<file path="config.mk">
export PLATFORM = sky130hd
export DESIGN_NAME = seg7_bin2bcd_feeder
export DESIGN_NICKNAME = d
export VERILOG_FILES = /design/src/rtl/seg7_pkg.sv /design/src/rtl/seg7_bcd_adj3.sv /design/src/rtl/seg7_bin2bcd_feeder.sv
export SDC_FILE = /design/constraint.sdc
export NUM_CORES = 1
export LEC_CHECK = 0
export CAP_MARGIN = 20
export CORE_ASPECT_RATIO = 0.5
export CORE_MARGIN = 5
export CORE_UTILIZATION = 60
export DETAILED_ROUTE_END_ITERATION = 12
export GPL_TIMING_DRIVEN = 0
export PLACE_DENSITY = 0.9
export SLEW_MARGIN = 20
export SYNTH_ARGS = -nofsm -noshare
export SYNTH_HDL_FRONTEND = slang
export SYNTH_HIERARCHICAL = 1
export SYNTH_SLANG_ARGS = --single-unit
</file>
<file path="constraint.sdc">
create_clock -name iCLK -period 3.5 [get_ports iCLK]
set_input_delay 0.35 -clock iCLK [delete_from_list [all_inputs] [get_ports iCLK]]
set_output_delay 0.35 -clock iCLK [all_outputs]
set_load 0.01 [all_outputs]
</file>
<file path="src/rtl/seg7_pkg.sv">
// Shared definitions for the seven-segment feeder: FSM state encoding,
// BCD nibble width and the largest value representable in N decimal digits.
package seg7_pkg;

  localparam int NIBBLE_W = 4;

  typedef enum logic [1:0] {
    ST_IDLE = 2'd0,
    ST_CONV = 2'd1,
    ST_DONE = 2'd2
  } seg7State_t;

  // 10^digits - 1, evaluated at elaboration time to size the clamp constant.
  function automatic longint unsigned max_dec(input int digits);
    longint unsigned acc;
    acc = 64'd1;
    for (int i = 0; i < digits; i++) begin
      acc = acc * 64'd10;
    end
    return acc - 64'd1;
  endfunction

endpackage

</file>
<file path="src/rtl/seg7_bcd_adj3.sv">
// Double-dabble digit correction: a BCD digit of 5 or more gets +3 so that
// the following left shift carries correctly into the next decimal digit.
module seg7_bcd_adj3
  import seg7_pkg::*;
(
  input  logic [NIBBLE_W-1:0] digit,
  output logic [NIBBLE_W-1:0] adjusted
);

  // Add-3 correction; input is at most 9 so the result never wraps.
  always_comb begin
    adjusted = (digit >= 4'd5) ? (digit + 4'd3) : digit;
  end

endmodule

</file>
<file path="src/rtl/seg7_bin2bcd_feeder.sv">
// Binary-to-packed-BCD converter feeding the 8-digit seven-segment display.
// A start request latches a clamped copy of the binary input, runs one
// double-dabble iteration per clock and then presents the full BCD word
// together with a single-cycle write strobe.
module seg7_bin2bcd_feeder
  import seg7_pkg::*;
#(
  parameter int BIN_W  = 27,
  parameter int DIGITS = 8
) (
  input  logic                         iCLK,
  input  logic                         iRST_N,
  input  logic                         iSTART,
  input  logic [BIN_W-1:0]             iBIN,
  output logic [NIBBLE_W*DIGITS-1:0]   oDIG,
  output logic                         oWR,
  output logic                         oBUSY,
  output logic                         oOVF
);

  localparam int BCD_W = NIBBLE_W * DIGITS;
  localparam int CNT_W = $clog2(BIN_W);
  localparam logic [BIN_W-1:0] MAX_VAL = BIN_W'(max_dec(DIGITS));
  localparam logic [CNT_W-1:0] LAST_CNT = CNT_W'(BIN_W - 1);

  seg7State_t        state;
  seg7State_t        stateNext;
  logic              loadSrc;
  logic              overIn;
  logic [BIN_W-1:0]  srcReg;
  logic [BCD_W-1:0]  bcdReg;
  logic [BCD_W-1:0]  bcdAdj;
  logic [CNT_W-1:0]  cnt;

  assign overIn = (iBIN > MAX_VAL);

  // One add-3 corrector per decimal digit of the accumulator.
  for (genvar g = 0; g < DIGITS; g++) begin : gAdj
    seg7_bcd_adj3 uAdj (
      .digit    (bcdReg[g*NIBBLE_W +: NIBBLE_W]),
      .adjusted (bcdAdj[g*NIBBLE_W +: NIBBLE_W])
    );
  end

  // State register; reset drops any conversion in flight.
  always_ff @(posedge iCLK or negedge iRST_N) begin
    if (!iRST_N) begin
      state <= ST_IDLE;
    end else begin
      state <= stateNext;
    end
  end

  // Next-state logic: IDLE waits for a start, CONV runs BIN_W iterations,
  // DONE publishes the result for one cycle.
  always_comb begin
    stateNext = state;
    loadSrc   = 1'b0;
    case (state)
      ST_IDLE: begin
        if (iSTART) begin
          loadSrc   = 1'b1;
          stateNext = ST_CONV;
        end
      end
      ST_CONV: begin
        if (cnt == LAST_CNT) begin
          stateNext = ST_DONE;
        end
      end
      ST_DONE: begin
        stateNext = ST_IDLE;
      end
      default: begin
        stateNext = ST_IDLE;
      end
    endcase
  end

  // Shift registers and iteration counter: latch the clamped source on
  // start, then correct-and-shift {bcd,src} once per CONV cycle.
  always_ff @(posedge iCLK or negedge iRST_N) begin
    if (!iRST_N) begin
      srcReg <= '0;
      bcdReg <= '0;
      cnt    <= '0;
    end else if (loadSrc) begin
      srcReg <= overIn ? MAX_VAL : iBIN;
      bcdReg <= '0;
      cnt    <= '0;
    end else if (state == ST_CONV) begin
      {bcdReg, srcReg} <= {bcdAdj, srcReg} << 1;
      cnt              <= cnt + 1'b1;
    end
  end

  // Output registers: oDIG only updates from a finished conversion, so the
  // display never sees intermediate accumulator contents.
  always_ff @(posedge iCLK or negedge iRST_N) begin
    if (!iRST_N) begin
      oDIG  <= '0;
      oWR   <= 1'b0;
      oBUSY <= 1'b0;
      oOVF  <= 1'b0;
    end else begin
      oWR   <= (state == ST_DONE);
      oBUSY <= (stateNext != ST_IDLE);
      if (state == ST_DONE) begin
        oDIG <= bcdReg;
      end
      if (loadSrc) begin
        oOVF <= overIn;
      end
    end
  end

endmodule

</file>
==> flow_summary.yaml, run 1 <==
run_status:
  outcome: "complete, no violations"
power:
  seqPwrFrac_pct: 39.3
  p_sw_w: 0.00189
  peakVddDrop_mv: 0.383
  p_per_area_nw_per_um2: 825
  p_leak_nw: 2.88
  p_int_w: 0.00326
  switching_share_pct: 36.7
  combPwrFrac_pct: 41.8
  p_clk_share_pct: 18.9
  power_w: 0.00515
placement:
  dpl.hpwl_um: 7530
  pre_cts_ws_ps: 1400
  dpl-instance-area_um2: 5940
  place.port_buffers: 64
  gp_congestion: 0.841
final_layout:
  final_cell_mix: "dfrtp_1 (101), clkdlybuf4s50_1 (63), nand2_1 (57)"
  final_common_cell: "dfrtp_1"
  nNetsFinal: 579
  area_growth_pct: 21.8
  stdcell_area_um2: 6240
  antenna_cells: 0
  drive_gt1_share_pct: 13.2
clock_tree:
  numCtsBuffers: 9
  cts_tree: "built"
  clockBufferDepth: 2
  clk_latency_ps: 350
  path_clk_slew_ps: 70
  ctsHtreeMaxLevel: 3
  cts_setup_buffers: 0
  cts_root_buffer: "clkbuf_16"
  clkSinkCount: 101
sta:
  slew_headroom_pct: 62.8
  finClkSkew_ps: 5.02
  finalMaxSlewViolations: 0
  fin_crit_ps: 1730
  post-route-period-util_pct: 49.5
  rsz0062_at_grt: "false"
  finalHoldViolCount: 0
  worstMarginPinSlew_ps: 558
  setup_viol: 0
  max_freq_ghz: 0.578
  worst_slack_ps: 1770
floorplanning:
  coreArea_um2: 8170
  floorplan.initialDensity_pct: 62.8
  die_h_um: 75.4
  io_pins: 65
  row_count: 23
  dieArea_um2: 10600
  fp.dieW_um: 141
logic_synthesis:
  syn-cell-area_um2: 5130
  avgSynthCellArea_um2: 11.3
  syn_nets: 502
  syn_inst: 454
  yosysWarnings: 6
worst_setup_path:
  rr_worst_depth: 5
  arrival_ps: 1940
  reg2reg_setup_slack_ps: 1880
  r2r_end: "oDIG[26]$_DFFE_PN0P_"
  critPathMaxFanout: 10
  timing.critical_path.from: "iSTART"
  r2r_start: "state[1]$_DFF_PN0_"
  end_kind: "flip-flop"
  required_ps: 3710
  worstSetupPathType: "in -> reg"
  start_kind: "input pin"
global_route:
  overflow: 0
  antenna_found_initial: 0
  grt_max_degree: 82
  first_global_vias: 3901
  grt_pass1_wl_um: 18700
  track_usage_pct: 22.2
drt:
  drt_first_pass_iters: 5
  avgRoutedWirePerCell_um: 16.6
  ant_nets: 0
  via_per_inst: 5.82
  wl_um: 10700
  drc: 0
  num_vias: 3771
  first_iter_violations: 233
worst_hold_path:
  hold_class: "in -> async"
job:
  cap_viol_max_count: 0
## state kept, by name, summed over array words and instances (netlist names)
register	cells
state	2
bcdReg	32
cnt	5
oOVF	1
oWR	1
srcReg	27
oDIG	32
oBUSY	1
## metal layers
layer  routed length [um]  GRT usage, %  part of all wire, %  vias to the layer above
li1                     -             -                    -                     1777
met1                 4750          28.3                   44                     1862
met2                 5200          37.9                   48                      112
met3                  605          5.77                  5.6                       20
met4                  182          7.63                  1.7                        0
met5                    0             0                    0                        -
## how the worst max path moves through the flow
stage                                         to  slack [ps]
after detailed placement   srcReg[4]$_DFFE_PN0P_        1400
after CTS                  srcReg[4]$_DFFE_PN0P_        1760
final                      srcReg[4]$_DFFE_PN0P_        1770
after global routing       srcReg[7]$_DFFE_PN0P_        1670
after floorplan           srcReg[10]$_DFFE_PN0P_        2050
after global placement       oDIG[9]$_DFFE_PN0P_       -1640
## through the flow
| step | utilization, % | hold WS [ps] | TNS (ps) | std cells |
|---|---|---|---|---|
| 6_report | 76.4 | 414 | 0 | 648 |
| 5_1_grt | 76.4 | 434 | 0 | 648 |
| 4_1_cts | 76.4 | 413 | 0 | 648 |
| 3_5_place_dp | 72.7 | 215 | 0 | 631 |
| 3_3_place_gp | 72.3 | 456 | -165110 | 630 |
| 2_1_floorplan | - | 54.4 | 0 | 454 |
## power by group through the flow
stage	Combinational [W]	Sequential [W]	Clock, W
4_1_cts	0.00216	0.00202	0.000990
6_report	0.00215	0.00202	0.000974
3_5_place_dp	0.00214	0.00203	0
5_1_grt	0.00242	0.00209	0.00104
3_3_place_gp	0.00199	0.00201	0
2_1_floorplan	0.00163	0.00194	0
## repair_timing
item / 4_1_cts / 5_1_grt
resized for setup: 0 / 0
endpoints found under the hold margin: 20 / 0
endpoints found under the setup margin: 0 / 0
hold buffers: 1 / 0
## cell type report
type                    count  area (um^2)
plain buffers              25          156
clock buffers              12          267
clock inverters             4         30.0
fillers                   557         1930
inverters                  20         75.1
multi-input cells         308         2370
flip-flops and latches    101         2530
well taps                 112          140
repair buffers             66          679
## worst max-delay path, cell delays in order
cell and delay, ps:
clkdlybuf4s50_1 520, buf_4 210, o21ai_4 110, inv_2 80, buf_2 220, buf_2 310, a41oi_2 140
Note: power is estimated with default switching activity, not from simulation.
==> run 2, diff against run 1 <==
Settings changed: CORE_UTILIZATION 60 to 56, PLACE_DENSITY 0.9 to 0.85.
Clock period 3.5 ns to 1.7 ns, I/O delays scaled along.
==> run 2 against run 1 <==
Compared with the run above:
- power increased by 110%
- global-route usage decreased by 3.2 points
- sequential cell count unchanged
- clock skew increased by 2.0 ps
- via count decreased by 0.95%
- core utilization decreased by 5.3 points
- die area increased by 6.4%
- register-to-register slack got worse by 1800 ps
- critical path type is now reg -> reg
- critical endpoint is now oDIG[24]$_DFFE_PN0P_
- largest cell class unchanged
- largest power group unchanged
- highest routed layer unchanged
==> flow_summary.yaml, run 2 (synthesis results as in run 1) <==
job:
  cap_viol_max_count: 0
floorplanning:
  die_h_um: 77.7
  row_count: 24
  io_pins: 65
  floorplan.initialDensity_pct: 58.1
  dieArea_um2: 11300
  coreArea_um2: 8830
  fp.dieW_um: 145
final_layout:
  area_growth_pct: 22.4
  nNetsFinal: 581
  reg_top3: "bcdReg: 32 flops, oDIG: 32 flops, srcReg: 27 flops"
  multi_input_area_um2: 2370
  final_common_cell: "dfrtp_1"
  antenna_cells: 0
  regArea_um2: 2530
  nFillCells: 642
  final_cell_mix: "dfrtp_1 (100), clkdlybuf4s50_1 (63), nand2_1 (57)"
  fin_util_pct: 71.1
  drive_gt1_share_pct: 13.8
clock_tree:
  clockBufferDepth: 2
  path_clk_slew_ps: 70
  cts_root_buffer: "clkbuf_16"
  clkSinkCount: 101
  numCtsBuffers: 9
  ctsHtreeMaxLevel: 3
  cts_tree: "built"
  clk_latency_ps: 350
sta:
  finalHoldViolCount: 0
  setup_viol: 0
  slew_headroom_pct: 67.3
  worstMarginPinSlew_ps: 491
  finalMaxSlewViolations: 0
  max_freq_ghz: 0.622
  fin_tns_setup_ps: 0
  finClkSkew_ps: 7.00
  rsz0062_at_grt: "false"
  fin_crit_ps: 1610
  post-route-period-util_pct: 94.5
worst_setup_path:
  start_kind: "flip-flop"
  critPathMaxFanout: 10
  end_kind: "flip-flop"
  slowest_delay_ps: 420
  worstSetupPathType: "reg -> reg"
  arrival_ps: 1830
  crit_path_top_delay_cell: "dfrtp_2"
  crit_buf_inv: 3
  worstPathCellList: "inv_2 > clkbuf_4 > nor2_4 > buf_6 > mux2_1"
  required_ps: 1930
  critical_path.top_delay_family: "buffers and inverters"
drt:
  ant_nets: 0
  first_iter_violations: 276
  drc: 0
  avgRoutedWirePerCell_um: 16.0
  wl_um: 10500
  via_per_inst: 5.70
  drt_first_pass_iters: 5
  num_vias: 3735
power:
  power_w: 0.0106
  seqPwrFrac_pct: 39.1
  p_int_w: 0.00682
  p_sw_w: 0.00379
  combPwrFrac_pct: 41.2
  peakVddDrop_mv: 0.989
  p_leak_nw: 2.90
  p_clk_share_pct: 19.7
  p_per_area_nw_per_um2: 1690
  switching_share_pct: 35.7
worst_hold_path:
  hold_class: "in -> async"
global_route:
  first_global_vias: 3683
  grt_pass1_wl_um: 17600
  overflow: 0
  antenna_found_initial: 0
  track_usage_pct: 19.0
  grt_max_degree: 73
placement:
  dpl.hpwl_um: 7270
  place.port_buffers: 64
  gp_congestion: 0.821
run_status:
  outcome: "complete, no violations"
## run 2: changes by cell type in the layout (fill, tap and decap cells not counted)
cell,delta
buf_2,-1
dfrtp_2,+1
inv_6,-1
bufinv_16,+1
clkinvlp_4,-1
clkbuf_8,-1
clkbuf_2,+2
buf_4,+2
dfrtp_1,-1
clkbuf_4,+1
## run 2: timing repair
action	4_1_cts	5_1_grt
hold endpoints to repair	29	0
endpoints found under the setup margin	0	23
resized for setup	0	6
setup buffers	0	2
hold buffers	1	0
## run 2: layout make-up
type	instances	area share (%)
timing repair buffer	68	11.1
clock inverter	3	0.697
buffer	25	2.57
inverter	20	1.20
sequential	101	40.3
tap	117	2.33
multi-input combinational	308	37.7
clock buffer	13	4.14
## run 2: worst paths after layout
| check | cells after the start | slack [ps] | start | end |
|---|---|---|---|---|
| setup / recovery | 5 | 90 | state[1]$_DFF_PN0_ | oDIG[24]$_DFFE_PN0P_ |
| max in group asynchronous | 3 | 800 | iRST_N | oDIG[9]$_DFFE_PN0P_ |
| min in group iCLK | 3 | 470 | iBIN[14] | srcReg[14]$_DFFE_PN0P_ |
| hold reg to reg | 1 | 480 | cnt[4]$_DFFE_PN0P_ | cnt[4]$_DFFE_PN0P_ |
| setup reg to reg | 5 | 90 | state[1]$_DFF_PN0_ | oDIG[24]$_DFFE_PN0P_ |
| hold / removal | 2 | 270 | iRST_N | srcReg[6]$_DFFE_PN0P_ |
## run 2: metal layers
metal  GRT usage (%)  vias up  part of all wire, %
li1                -     1784                    -
met5               0        -                    0
met3            4.66       13                  5.3
met1            25.5     1839                   46
met4            6.89        0                  1.2
met2            30.4       99                   48
## run 2: power by group through the flow
stage	clock network [W]	registers, W	logic (W)
2_1_floorplan	0	0.00400	0.00336
3_3_place_gp	0	0.00414	0.00412
3_5_place_dp	0	0.00417	0.00435
4_1_cts	0.00212	0.00414	0.00439
5_1_grt	0.00224	0.00428	0.00486
6_report	0.00209	0.00415	0.00437
## run 2: worst register-to-register path, cell delays in order (launching register included)
cell	delay, ps
dfrtp_2	420
inv_2	60
clkbuf_4	200
nor2_4	260
buf_6	200
mux2_1	340
## run 2: stage by stage
step / instances / instance area (um^2) / setup slack (ps) / hold slack, ps
after floorplan: 454 / 5130 / 250 / -126
after global placement: 635 / 5920 / -3280 / 457
after detailed placement: 636 / 5940 / -234 / 71.3
after CTS: 653 / 6260 / 60.8 / 267
after global routing: 655 / 6280 / 25.0 / 300
final: 655 / 6280 / 93.3 / 270
==> RTL edit 1, RTL diff (settings of run 1) <==
Re-encode `seg7State_t` (3 states) as one-hot, 3 bits wide.
--- a/src/rtl/seg7_pkg.sv
+++ b/src/rtl/seg7_pkg.sv
@@ -4,10 +4,10 @@
 
   localparam int NIBBLE_W = 4;
 
-  typedef enum logic [1:0] {
-    ST_IDLE = 2'd0,
-    ST_CONV = 2'd1,
-    ST_DONE = 2'd2
+  typedef enum logic [2:0] {
+    ST_IDLE = 3'b001,
+    ST_CONV = 3'b010,
+    ST_DONE = 3'b100
   } seg7State_t;
 
   // 10^digits - 1, evaluated at elaboration time to size the clamp constant.
Behaviour: same outputs for any inputs over 10 cycles, from zero or initial values and one cycle with iRST_N low; not proved beyond that.
==> RTL edit 1 against run 1 <==
Clock skew up 0.0018 ns; sequential cell count up 1; register-to-register slack worse by 0.26 ns; synthesized area down 2.5%; critical path depth down 3; sequential share of layout area up 1.5 points; setup slack worse by 0.15 ns; wire length up 3.3%; non-clock buffer count up 1; cell area down 2.5%.
Power is not compared: it rests on default switching activity, and its combinational part moved more than twofold at a synthesized area within 25%.
==> RTL edit 1: results (changes against run 1) <==
Final WL: 11,090 um (was 10,740 um)
Layout Nets: 640 (was 579)
CP Data Arrival Time: 2.09 ns (was 1.94 ns)
Crit path launch: state[0] (was iSTART)
Iter 0 DRT Violations: 335 (was 233)
Status: completed (unchanged)
Met3 Use GR: 5.716% (was 5.768%)
Synthesized Nets: 563 (was 502)
Tot GR Track Use: 22.96% (was 22.16%)
Number of global-route vias before repair: 3,949 (was 3,901)
Launch point of the worst reg-to-reg path: state[0] (was state[1])
GR Util met2: 38.90% (was 37.92%)
WS Path Type: flop to flop (was primary input to flop)
WL met1: 4864 um (was 4748 um)
Pin count of the biggest net entering global routing: 63 (was 82)
Met3 WL post-DR: 736 um (was 605 um)
1st-pass router iterations: 6 (was 5)
Final Wtd Congestion: 0.8842 (was 0.8414)
R2r setup slk: 1.62 ns (was 1.88 ns)
Reg2Reg Depth: 4 (was 5)
Layout cell share with drive strength beyond 1: 12.56% (was 13.25%)
First-pass GRT wire length: 18,890 um (was 18,650 um)
Hold slack: 0.4730 ns (was 0.4140 ns)
Setup Skew: 0.006785 ns (was 0.005018 ns)
Routed wl met2: 5309 um (was 5203 um)
R2r endpoint: srcReg[17] (was oDIG[26])
-- RTL edit 1: stage by stage --
step | setup TNS, ns | setup WS (ns) | power (mW) | instances | cell area, um2
floorplan | 0 | 1.922 | 2.171 | 515 | 5000
global placement | -170.32 | -1.689 | 2.418 | 691 | 5781
detailed placement | 0 | 1.332 | 2.470 | 692 | 5809
CTS | 0 | 1.644 | 3.389 | 709 | 6087
global route | 0 | 1.521 | 3.590 | 709 | 6087
finish | 0 | 1.615 | 3.397 | 709 | 6087
-- RTL edit 1: area by class of cell --
| type | instances | area share [%] |
|---|---|---|
| inverter | 19 | 1.172 |
| sequential | 102 | 41.95 |
| clock buffer | 11 | 3.988 |
| clock inverter | 5 | 0.4111 |
| multi-input combinational | 368 | 37.04 |
| timing repair buffer | 66 | 11.16 |
| tap | 112 | 2.302 |
| buffer | 26 | 1.973 |
-- RTL edit 1: worst max-delay path, stage by stage (launching register included) --
cell and delay [ns]:
dfstp_2 0.60, nand2_1 0.10, nor3_2 0.43, clkbuf_1 0.46, a311oi_1 0.16
==> RTL edit 2, RTL diff (settings of run 1) <==
Made on the original files. The parameter `DIGITS` goes from 8 to 16.
--- a/src/rtl/seg7_bin2bcd_feeder.sv
+++ b/src/rtl/seg7_bin2bcd_feeder.sv
@@ -6,7 +6,7 @@
   import seg7_pkg::*;
 #(
   parameter int BIN_W  = 27,
-  parameter int DIGITS = 8
+  parameter int DIGITS = 16
 ) (
   input  logic                         iCLK,
   input  logic                         iRST_N,
Ports: changed (resized oDIG); port bits go from 65 to 97. The function was not compared with the original's and may differ.
==> RTL edit 2 against run 1 <==
Wire length grew 95%; global-route usage grew 3.9 points; total power grew 91%; non-clock buffer count grew 59; die area grew 54%; cell area grew 62%; sequential cell count grew 64; critical path depth is the same; sequential share of layout area grew 0.30 points; synthesized area grew 61%; cell count grew 98%; setup slack lost 0.094 ns; clock skew grew 0.0032 ns.
==> RTL edit 2: results (changes against run 1) <==
ANT cells: 0 (unchanged)
Pin count of the biggest net entering global routing: 93 (was 82)
First-pass GRT wire length: 34,530 um (was 18,650 um)
Cts repair resizes: 0 (unchanged)
Final Wtd Congestion: 0.8680 (was 0.8414)
Layout Nets: 1,159 (was 579)
Biggest regs: bcdReg: 64 flops, oDIG: 64 flops, srcReg: 27 flops (was bcdReg: 32 flops, oDIG: 32 flops, srcReg: 27 flops)
Yosys warning count: 6 (unchanged)
Synthesized Nets: 1,042 (was 502)
Layout cell share with drive strength beyond 1: 6.414% (was 13.25%)
Pleak: 5.063 nW (was 2.882 nW)
Max incr delay on CP: 0.44 ns (was 0.52 ns)
HP Class: primary input to async pin (unchanged)
Via/cell ratio: 5.698 (was 5.819)
Clock Tree Root: clkbuf_16 (unchanged)
Antenna violations before repair: 0 (unchanged)
Htree depth: 4 (was 3)
Num CTS Buffers: 17 (was 9)
Tot GR Track Use: 26.05% (was 22.16%)
Bufs on Longest Clock Path: 2 (unchanged)
CP max FO: 10 (unchanged)
Final HPWL DP: 13,720 um (was 7529 um)
Worst vdd ir: 0.3969 mV (was 0.3833 mV)
CP max-delay cell: buf_1 (was clkdlybuf4s50_1)
Number of global-route vias before repair: 7,330 (was 3,901)
Worst-Skew Late Latency: 0.43 ns (was 0.35 ns)
Final WL: 20,970 um (was 10,740 um)
Internal power: 5.955 mW (was 3.263 mW)
Setup Skew: 0.008191 ns (was 0.005018 ns)
Fin. Hold Viols: 0 (unchanged)
Pre-CTS setup slack: 1.488 ns (was 1.402 ns)
CP Data Arrival Time: 2.19 ns (was 1.94 ns)
Port Buffer Count: 96 (was 64)
Status: completed (unchanged)
DRC Markers: 0 (unchanged)
Max-slew headroom: 61.51% (was 62.81%)
Iter 0 DRT Violations: 716 (was 233)
1st-pass router iterations: 5 (unchanged)
Register clock-pin slew on the reported worst setup and hold paths: 0.07 ns (about the same)
## RTL edit 2: per-stage QoR
stage / setup TNS [ns] / instances / area, um2
floorplan: 0 / 978 / 8259
finish: 0 / 1283 / 10130
detailed placement: 0 / 1251 / 9473
CTS: 0 / 1283 / 10130
global route: 0 / 1283 / 10130
global placement: -740.30 / 1250 / 9440
## RTL edit 2: layout make-up
| type | count | area, um2 |
|---|---|---|
| buffer | 52 | 270.3 |
| clock inverter | 11 | 197.7 |
| inverter | 36 | 135.1 |
| tap | 176 | 220.2 |
| fill | 926 | 3386 |
| timing repair buffer | 98 | 1003 |
| multi-input combinational | 725 | 3725 |
| sequential | 165 | 4129 |
| clock buffer | 20 | 446.7 |
## RTL edit 2: per-layer routing
| metal | routed length (um) | global-route usage, % |
|---|---|---|
| met5 | 0 | 0 |
| met4 | 490 | 10.31 |
| met3 | 1262 | 4.812 |
| met2 | 10510 | 45.21 |
| met1 | 8712 | 32.66 |
## RTL edit 2: what timing repair did
item | in CTS | in global routing
setup buffers | 0 | 0
endpoints found under the hold margin | 73 | 0
hold buffers | 1 | 0
## RTL edit 2: power groups by stage
stage | Sequential, mW | Combinational (mW) | Clock (mW)
floorplan | 3.54 | 2.57 | 0
global placement | 3.52 | 3.74 | 0
detailed placement | 3.57 | 4.03 | 0
CTS | 3.55 | 4.16 | 2.08
global route | 3.68 | 4.65 | 2.18
finish | 3.57 | 4.19 | 2.08
## RTL edit 2: path summary, 6_finish.rpt
| check | start | to | slack, ns | cells past startpoint |
|---|---|---|---|---|
| setup / recovery | state[0] | oDIG[32] | 1.68 | 7 |
| hold / removal | iRST_N | oBUSY | 0.46 | 2 |
| setup reg to reg | state[0] | oDIG[32] | 1.68 | 7 |
| hold reg to reg | oDIG[38] | oDIG[38] | 0.47 | 2 |
| max in group asynchronous | iRST_N | oDIG[55] | 2.20 | 3 |
| min in group iCLK | oDIG[38] | oDIG[38] | 0.47 | 2 |
## RTL edit 2: worst max-delay path, delay by kind of cell, from the launching register on
kind | cells | cell delay (ns)
buffers and inverters | 4 | 0.93
flip-flops | 1 | 0.39
AND/OR/NAND/NOR | 3 | 0.45
